$ cat src/rtl/ntt_bitrev_reorder.sv
// Ping-pong reorder buffer: bit-reversed-order NTT words in, natural-order words out.
// Define NTT_REORDER_MODRED_EN to apply a single conditional MODULUS subtraction on output.
`timescale 1ns/1ps
module ntt_bitrev_reorder #(
    parameter int unsigned W       = 32,
    parameter int unsigned N       = 8,
    parameter int unsigned MODULUS = 7681
) (
    input  logic                 clk,
    input  logic                 rst,
    input  logic                 in_valid,
    input  logic [W-1:0]         in_data,
    output logic                 in_ready,
    output logic                 out_valid,
    output logic [W-1:0]         out_data,
    output logic [$clog2(N)-1:0] out_index,
    output logic                 out_last,
    input  logic                 out_ready
);

    localparam int unsigned AW = $clog2(N);
    localparam logic [AW-1:0] LastIdx = AW'(N - 1);

    if ((N < 2) || ((N & (N - 1)) != 0) || (MODULUS == 0)) begin : gen_bad_param
        $error("ntt_bitrev_reorder: N must be a power of two >= 2 and MODULUS nonzero");
    end

    typedef enum logic [1:0] {StEmpty, StFilling, StFull, StDraining} bank_state_e;

    bank_state_e   bank_q [2];
    bank_state_e   bank_d [2];
    logic          wptr_q, wptr_d;
    logic          rptr_q, rptr_d;
    logic [AW-1:0] wcnt_q, wcnt_d;
    logic [AW-1:0] rcnt_q, rcnt_d;
    logic [W-1:0]  mem_q [2*N];

    logic          wr_en;
    logic          load_en;
    logic          drain_done;
    logic [W-1:0]  rd_word;
    logic [W-1:0]  out_word;

    function automatic logic [AW-1:0] bitrev(input logic [AW-1:0] a);
        logic [AW-1:0] r;
        for (int b = 0; b < AW; b++) begin
            r[b] = a[AW-1-b];
        end
        return r;
    endfunction

    // State register
    always_ff @(posedge clk) begin
        if (rst) begin
            bank_q[0] <= StEmpty;
            bank_q[1] <= StEmpty;
            wptr_q    <= 1'b0;
            rptr_q    <= 1'b0;
            wcnt_q    <= '0;
            rcnt_q    <= '0;
            out_valid <= 1'b0;
            out_data  <= '0;
            out_index <= '0;
            out_last  <= 1'b0;
        end else begin
            bank_q[0] <= bank_d[0];
            bank_q[1] <= bank_d[1];
            wptr_q    <= wptr_d;
            rptr_q    <= rptr_d;
            wcnt_q    <= wcnt_d;
            rcnt_q    <= rcnt_d;
            if (load_en) begin
                out_valid <= 1'b1;
                out_data  <= out_word;
                out_index <= rcnt_q;
                out_last  <= (rcnt_q == LastIdx);
            end else if (out_ready) begin
                out_valid <= 1'b0;
            end
        end
    end

    always_ff @(posedge clk) begin
        if (wr_en) begin
            mem_q[{wptr_q, bitrev(wcnt_q)}] <= in_data;
        end
    end

    // Next-state logic
    always_comb begin
        bank_d[0] = bank_q[0];
        bank_d[1] = bank_q[1];
        wptr_d    = wptr_q;
        rptr_d    = rptr_q;
        wcnt_d    = wcnt_q;
        rcnt_d    = rcnt_q;

        if (bank_q[rptr_q] == StFull) begin
            bank_d[rptr_q] = StDraining;
        end
        if (load_en) begin
            rcnt_d = rcnt_q + AW'(1);
            if (drain_done) begin
                bank_d[rptr_q] = StEmpty;
                rptr_d         = ~rptr_q;
                rcnt_d         = '0;
                // Hand straight over to a waiting full bank so frames stream without a bubble
                if (bank_q[~rptr_q] == StFull) begin
                    bank_d[~rptr_q] = StDraining;
                end
            end
        end

        // Write side last: a bank released by the final read this cycle may start refilling
        if (wr_en) begin
            wcnt_d = wcnt_q + AW'(1);
            if (wcnt_q == LastIdx) begin
                bank_d[wptr_q] = StFull;
                wptr_d         = ~wptr_q;
                wcnt_d         = '0;
            end else begin
                bank_d[wptr_q] = StFilling;
            end
        end
    end

    // Output / control decode
    always_comb begin
        load_en    = (!out_valid || out_ready) && (bank_q[rptr_q] == StDraining);
        drain_done = load_en && (rcnt_q == LastIdx);
        in_ready   = (bank_q[wptr_q] == StEmpty) || (bank_q[wptr_q] == StFilling) ||
                     ((wptr_q == rptr_q) && drain_done);
        wr_en      = in_valid && in_ready;
        rd_word    = mem_q[{rptr_q, rcnt_q}];
`ifdef NTT_REORDER_MODRED_EN
        out_word   = (rd_word >= W'(MODULUS)) ? (rd_word - W'(MODULUS)) : rd_word;
`else
        out_word   = rd_word;
`endif
    end

endmodule
$ cat config.mk
export PLATFORM = sky130hd
export DESIGN_NAME = ntt_bitrev_reorder
export DESIGN_NICKNAME = d
export VERILOG_FILES = /design/src/rtl/ntt_bitrev_reorder.sv
export SDC_FILE = /design/constraint.sdc
export NUM_CORES = 1
export LEC_CHECK = 0
export CORE_MARGIN = 2
export CORE_UTILIZATION = 45
export DETAILED_ROUTE_END_ITERATION = 7
export HOLD_SLACK_MARGIN = 0.03
export PLACE_DENSITY = 0.65
export SYNTH_ARGS = -nofsm -noshare
export SYNTH_HDL_FRONTEND = slang
export SYNTH_SLANG_ARGS = --single-unit
$ cat constraint.sdc
create_clock -name clk -period 6.1 [get_ports clk]
set_input_delay 1.525 -clock clk [delete_from_list [all_inputs] [get_ports clk]]
set_output_delay 1.525 -clock clk [all_outputs]
set_load 0.05 [all_outputs]
* After elaboration in Yosys (flattened, before gate mapping)
Memories as Yosys holds them, arrays and structs flattened. A register that Yosys moved wholly into a read port is not among the register bits.
Cells that the tools add are included.
** Storage, ports and cells
- Memories :: 2
- Register bits after elaboration :: 13
- Word-level logic and storage cells :: 83
- Bits in writable memories :: 516
** Cells by class
- $lt $le $gt $ge :: 6
- Mux-type cells :: 27
- Eq/ne operators :: 7
- Reductions and logical operators :: 15
- Add/subtract/negate cells :: 2
- Bitwise operators :: 17
** Memories
- mem_q :: words 16, bits a word 32, rd ports 1, clocked after memory_dff 1, write ports 1, line 36 : logic [W-1:0] mem_q [2*N];
- bank_q :: words 2, bits a word 2, rd ports 5, clocked after memory_dff 2, write ports 2, line 30 : bank_state_e bank_q [2];
** Operator list (number)
- two-way mux 4 bit :: 6
- two-way mux 1 bit :: 11
- two-way mux 2 bit :: 5
- OR 4 bit :: 2
- logical AND 1 bit :: 7
- adder 3 x 1 -> 3 bit (second input constant) :: 2
- demux 2 bit (select 1 bit) :: 3
- equality test 2 bit (second input constant) :: 3
- equality test 3 bit (second input constant) :: 2
- greater-or-equal comparator 2 bit (second input constant) :: 3
- < comparator 2 x 1 -> 1 bit (second input constant) :: 3
- two-way mux 3 bit :: 2
- NOT 1 -> 2 bit :: 3
- AND 2 bit :: 2
- AND 4 bit :: 1
- NOT 2 bit :: 2
- NOT 4 bit :: 1
- OR 2 bit :: 2
- AND reduction 2 bit :: 2
- logical OR 1 bit :: 3
- equality test 2 x 1 -> 1 bit (second input constant) :: 1
- zero test 2 bit :: 1
- NOT 1 bit :: 2
- OR 1 bit :: 2
- other kinds (3) :: 3

* Depth between registers and ports, before layout
- Depth after elaboration :: 16
- Depth in mapped cells :: 7
- Gate-level depth less buffers :: 6

* Worst setup path before layout
Ideal clock, no wire load.
- Path kind :: input port to flip-flop
- From :: input port out_ready
- To :: memory mem_q[0][0] (enable)
- Library setup time :: 0.501 ns
- Path slack :: 0.154 ns
- Arrival :: 5.444 ns
- Required time :: 5.599 ns
- Cell stages on the path :: 6
- Cells stage by stage :: nand2b_1 > o211ai_2 > o21ai_2 > buf_4 > nand2_1 > nor4_1
** On the way
- Word-level cells in the longest chain between the ends :: 8
** Ends and longest elaborated chain
- from (decl) :: line 18 : input logic out_ready
- logical OR 1 bit :: line 129 : load_en = (!out_valid || out_ready) && (bank_q[rptr_q] == StDraining);
- logical AND 1 bit :: line 129
- logical AND 1 bit :: line 130 : drain_done = load_en && (rcnt_q == LastIdx);
- logical AND 1 bit :: line 132 : ((wptr_q == rptr_q) && drain_done);
- logical OR 1 bit :: line 131 : in_ready = (bank_q[wptr_q] == StEmpty) || (bank_q[wptr_q] == StFilling) ||
- logical AND 1 bit :: line 133 : wr_en = in_valid && in_ready;
- two-way mux 1 bit :: line 84 : if (wr_en) begin
- two-way mux 1 bit (not written as such) :: line 85 : mem_q[{wptr_q, bitrev(wcnt_q)}] <= in_data;
- to (decl) :: line 36
Every way passes these cells.

* Worst setup path in the final report
- From :: input port out_ready
- To :: output port in_ready
** On the way
- Word-level cells in the longest chain between the ends :: 5
** Ends and longest elaborated chain
- logical OR 1 bit :: line 129
- logical AND 1 bit :: line 129
- logical AND 1 bit :: line 130
- logical AND 1 bit :: line 132
- logical OR 1 bit :: line 131
- to (decl) :: line 13 : output logic in_ready,
Every way passes these cells.

==> key figures <==
Clock network
  • Root buffer cell: clkbuf_16
  • Clock Path Buffers: 3
  • Cts bufs inserted: 55
  • CTS resizes: 0
  • Postcts setup bufs: 0
  • CTS tree: built
  • Latest clock arrival within the worst-skew pair: ~0.61 ns
  • Clock-pin slew on the worst setup and hold paths: roughly 0.06 ns
  • CTS Sinks: 563
  • Hold buffer count at cts: 0
  • H-tree levels: 2

Synth
  • Sequential share of the synthesized area: 0.763
  • Synth Area in Adders: 0.00233
  • Synth Net Count: roughly 1200
  • Synth Warn #: 0
  • Synth Area in Simple Gates: 0.0558
  • Syn Std Cell Area: ~21000 µm²
  • Synth Area in Compound Gates: 0.0246
  • Largest family of logic cells by synthesized area: multiplexers
  • Post-Synth XOR/XNOR Area: 0.000408
  • Mapped Cells: around 1100
  • Synth Area per Inst: between 15 and 20 µm²
  • Yosys reg bits: ~560
  • Unique masters post-synth: 38
  • Mux contribution to synthesized area: 0.136

Worst setup path
  • Cell Chain, Critical Path: clkdlybuf4s50_1, nand2b_1, o21a_1, a31o_2, clkdlybuf4s50_1
  • Crit-path max cell delay: 0.80 ns
  • WS Path Type: input pin to primary output
  • Most used cell, CP: clkdlybuf4s50_1
  • Startpoint Class: input pin
  • CP max stage cell: clkdlybuf4s50_1
  • Critical path arrival: around 3.6 ns
  • Critical Path RT: about 4.6 ns
  • Critical-path maximum fanout: 9
  • Worst setup EP type: primary output

Power
  • Combinational Power Share: 0.023
  • Overall Power: ~7.6 mW
  • Worst VDD drop: slightly above 0.2 mV
  • Sequential power share: 0.560
  • Switching share of power: 0.199
  • Clock Power Share: 0.417
  • P_sw: about 1.5 mW
  • Pwr/cell area: 308 nW/µm²
  • Internal: a little over 6 mW
  • Leak: roughly 8.0 nW

Die
  • Core Region: between 40000 and 50000 µm²
  • Starting density of the core: 0.453
  • DIE AREA: between 40000 and 50000 µm²
  • Rows: 80
  • Die H: ~220 µm
  • Ports: 74
  • Die Width: around 220 µm

Drt
  • DRT Pass-1 Iters: 5
  • Vias: ~11000
  • DRT Wirelength: about 45000 µm
  • WL per Instance: between 20 and 25 µm
  • Initial DRC Count: between 900 and 1000
  • DRT antenna net count: 0
  • Post-DR vias/cell: approximately 5.7
  • DRC viols: 0

STA
  • Final setup margin: 1.03 ns
  • Max-Slew Margin vs Limit: 0.295
  • FMAX: 197 MHz
  • RSZ-0062 raised after global routing: no
  • Worst-Margin Slew: 1.06 ns
  • Fin Clk Skew: 0.0259 ns
  • Hold WS: 0.454 ns
  • Final Slew Violations: 0
  • Final setup TNS: 0 ns
  • Final Hold Viols: 0
  • Final setup fails: 0
  • Period Utilization, post-route: 0.831
  • Fin crit period: approximately 5.1 ns

Place
  • Placed insts: about 1800
  • Final Wtd Congestion: approximately 0.74
  • Area after DPL: approximately 23000 µm²
  • # port buffers: between 70 and 80
  • Pre-CTS WS: ~1.0 ns
  • Hpwl dp: 24800 µm

Global routing
  • Initial antenna violation count: 3
  • Gr ovfl total: 0
  • Largest net degree at the start of global routing: 71
  • First-pass GRT wire length: about 70000 µm
  • Number of global-route vias before repair: around 11000
  • Gr usage total: 0.187

Job
  • Max-cap violations: 0

Final layout
  • Final Instance Count excl. Fillers: between 1500 and 2000
  • Design area: 24700 µm²
  • Final Util: 0.520
  • Share of cells above drive strength 1: 0.208
  • Syn-to-layout area delta: 14.7%
  • Final Net Count: 1249

Hold path
  • Worst hold path type: register to register

Status
  • Outcome: complete, no violations
## logic make-up after synthesis
kind of cell / after synthesis
AO/OA/AOI/OAI: 62
flip-flops: 563
buffers and inverters: 68
XOR/XNOR: 1
AND/OR/NAND/NOR: 284
multiplexers: 132
adder cells (fa/ha/maj): 4
## worst paths after layout
path | startpoint | to | slack [ns] | cells past startpoint
worst max register to register | rcnt_q[1] | mem_q[3][15] | 1.89 | 7
worst min-delay path | out_index[0] | out_index[0] | 0.45 | 2
worst max-delay path | out_ready | in_ready | 1.03 | 5
worst min register to register | out_index[0] | out_index[0] | 0.45 | 2
## cell usage after synthesis
| cell type | n | area (µm²) |
|---|---|---|
| o21ai_2 | 1 | 8.76 |
| clkbuf_2 | 1 | 5.00 |
| xnor2_1 | 1 | 8.76 |
| and3_1 | 34 | 213 |
| a211o_1 | 1 | 8.76 |
| a311oi_1 | 1 | 8.76 |
| and3b_1 | 1 | 8.76 |
| nor2_1 | 16 | 60.1 |
| buf_4 | 1 | 7.51 |
| nor3_1 | 12 | 60.1 |
| o221ai_1 | 1 | 8.76 |
| o21ai_0 | 3 | 15.0 |
| o211ai_2 | 1 | 12.5 |
| mux2i_1 | 4 | 40.0 |
| nand2_1 | 209 | 785 |
| ha_1 | 4 | 50.1 |
| a41o_1 | 1 | 10.0 |
| o21ba_2 | 1 | 10.0 |
| nand4_1 | 1 | 6.26 |
| nand2b_1 | 4 | 25.0 |
| inv_1 | 3 | 11.3 |
| dfxtp_1 | 51 | 1020 |
| a21oi_1 | 12 | 60.1 |
| o31ai_1 | 1 | 7.51 |
| o21a_1 | 2 | 15.0 |
| buf_1 | 11 | 41.3 |
| nand3b_1 | 2 | 15.0 |
| buf_2 | 9 | 45.0 |
| a31o_2 | 2 | 17.5 |
| edfxtp_1 | 512 | 15400 |
| a221o_1 | 33 | 330 |
| o21ai_1 | 1 | 5.00 |
| buf_6 | 15 | 169 |
| a21bo_2 | 1 | 10.0 |
| nand3_1 | 3 | 15.0 |
| nor4_1 | 2 | 12.5 |
| mux4_2 | 128 | 2880 |
| clkbuf_1 | 28 | 105 |
## registers in the layout (all words and copies together), names as in the netlist, named ones only
register,count
mem_q,512
out_data,32
bank_q,4
out_index,3
rcnt_q,3
wcnt_q,3
out_last,1
out_valid,1
rptr_q,1
wptr_q,1
## layer usage
layer	GRT usage	wire, µm	vias up
met3	0.0353	2930	67
li1	-	-	4653
met2	0.299	22100	320
met1	0.264	19500	5539
met5	0	8	-
met4	0.0587	1020	2
## critical path: cells and delay by family
family          cells  cell delay [ns]
simple gates        1             0.24
compound gates      2             0.53
buf+inv             2             1.25
## power by group through the flow
stage	logic, mW	clock network, mW	registers [mW]
2_1_floorplan	0.0743	0	4.34
3_3_place_gp	0.171	0	4.34
3_5_place_dp	0.176	0	4.34
4_1_cts	0.177	3.24	4.26
5_1_grt	0.192	3.39	4.26
6_report	0.174	3.17	4.26
## layout by cell type (no fill, tap or decap), types with 12 or more instances in the layout
master	n
edfxtp_1	512
nand2_1	209
mux4_2	128
clkdlybuf4s50_1	73
clkbuf_16	56
dfxtp_1	48
and3_1	33
a221o_1	33
buf_4	30
clkinv_1	20
a21oi_1	12
## layout make-up
class	instances	area [µm²]
tap	615	769
inverter	3	11.3
antenna	1	2.50
fill	3759	22800
sequential	563	16400
timing repair buffer	103	956
clock inverter	36	224
multi-input combinational	483	4820
clock buffer	67	1460
Power figures use the tool's default switching activity.
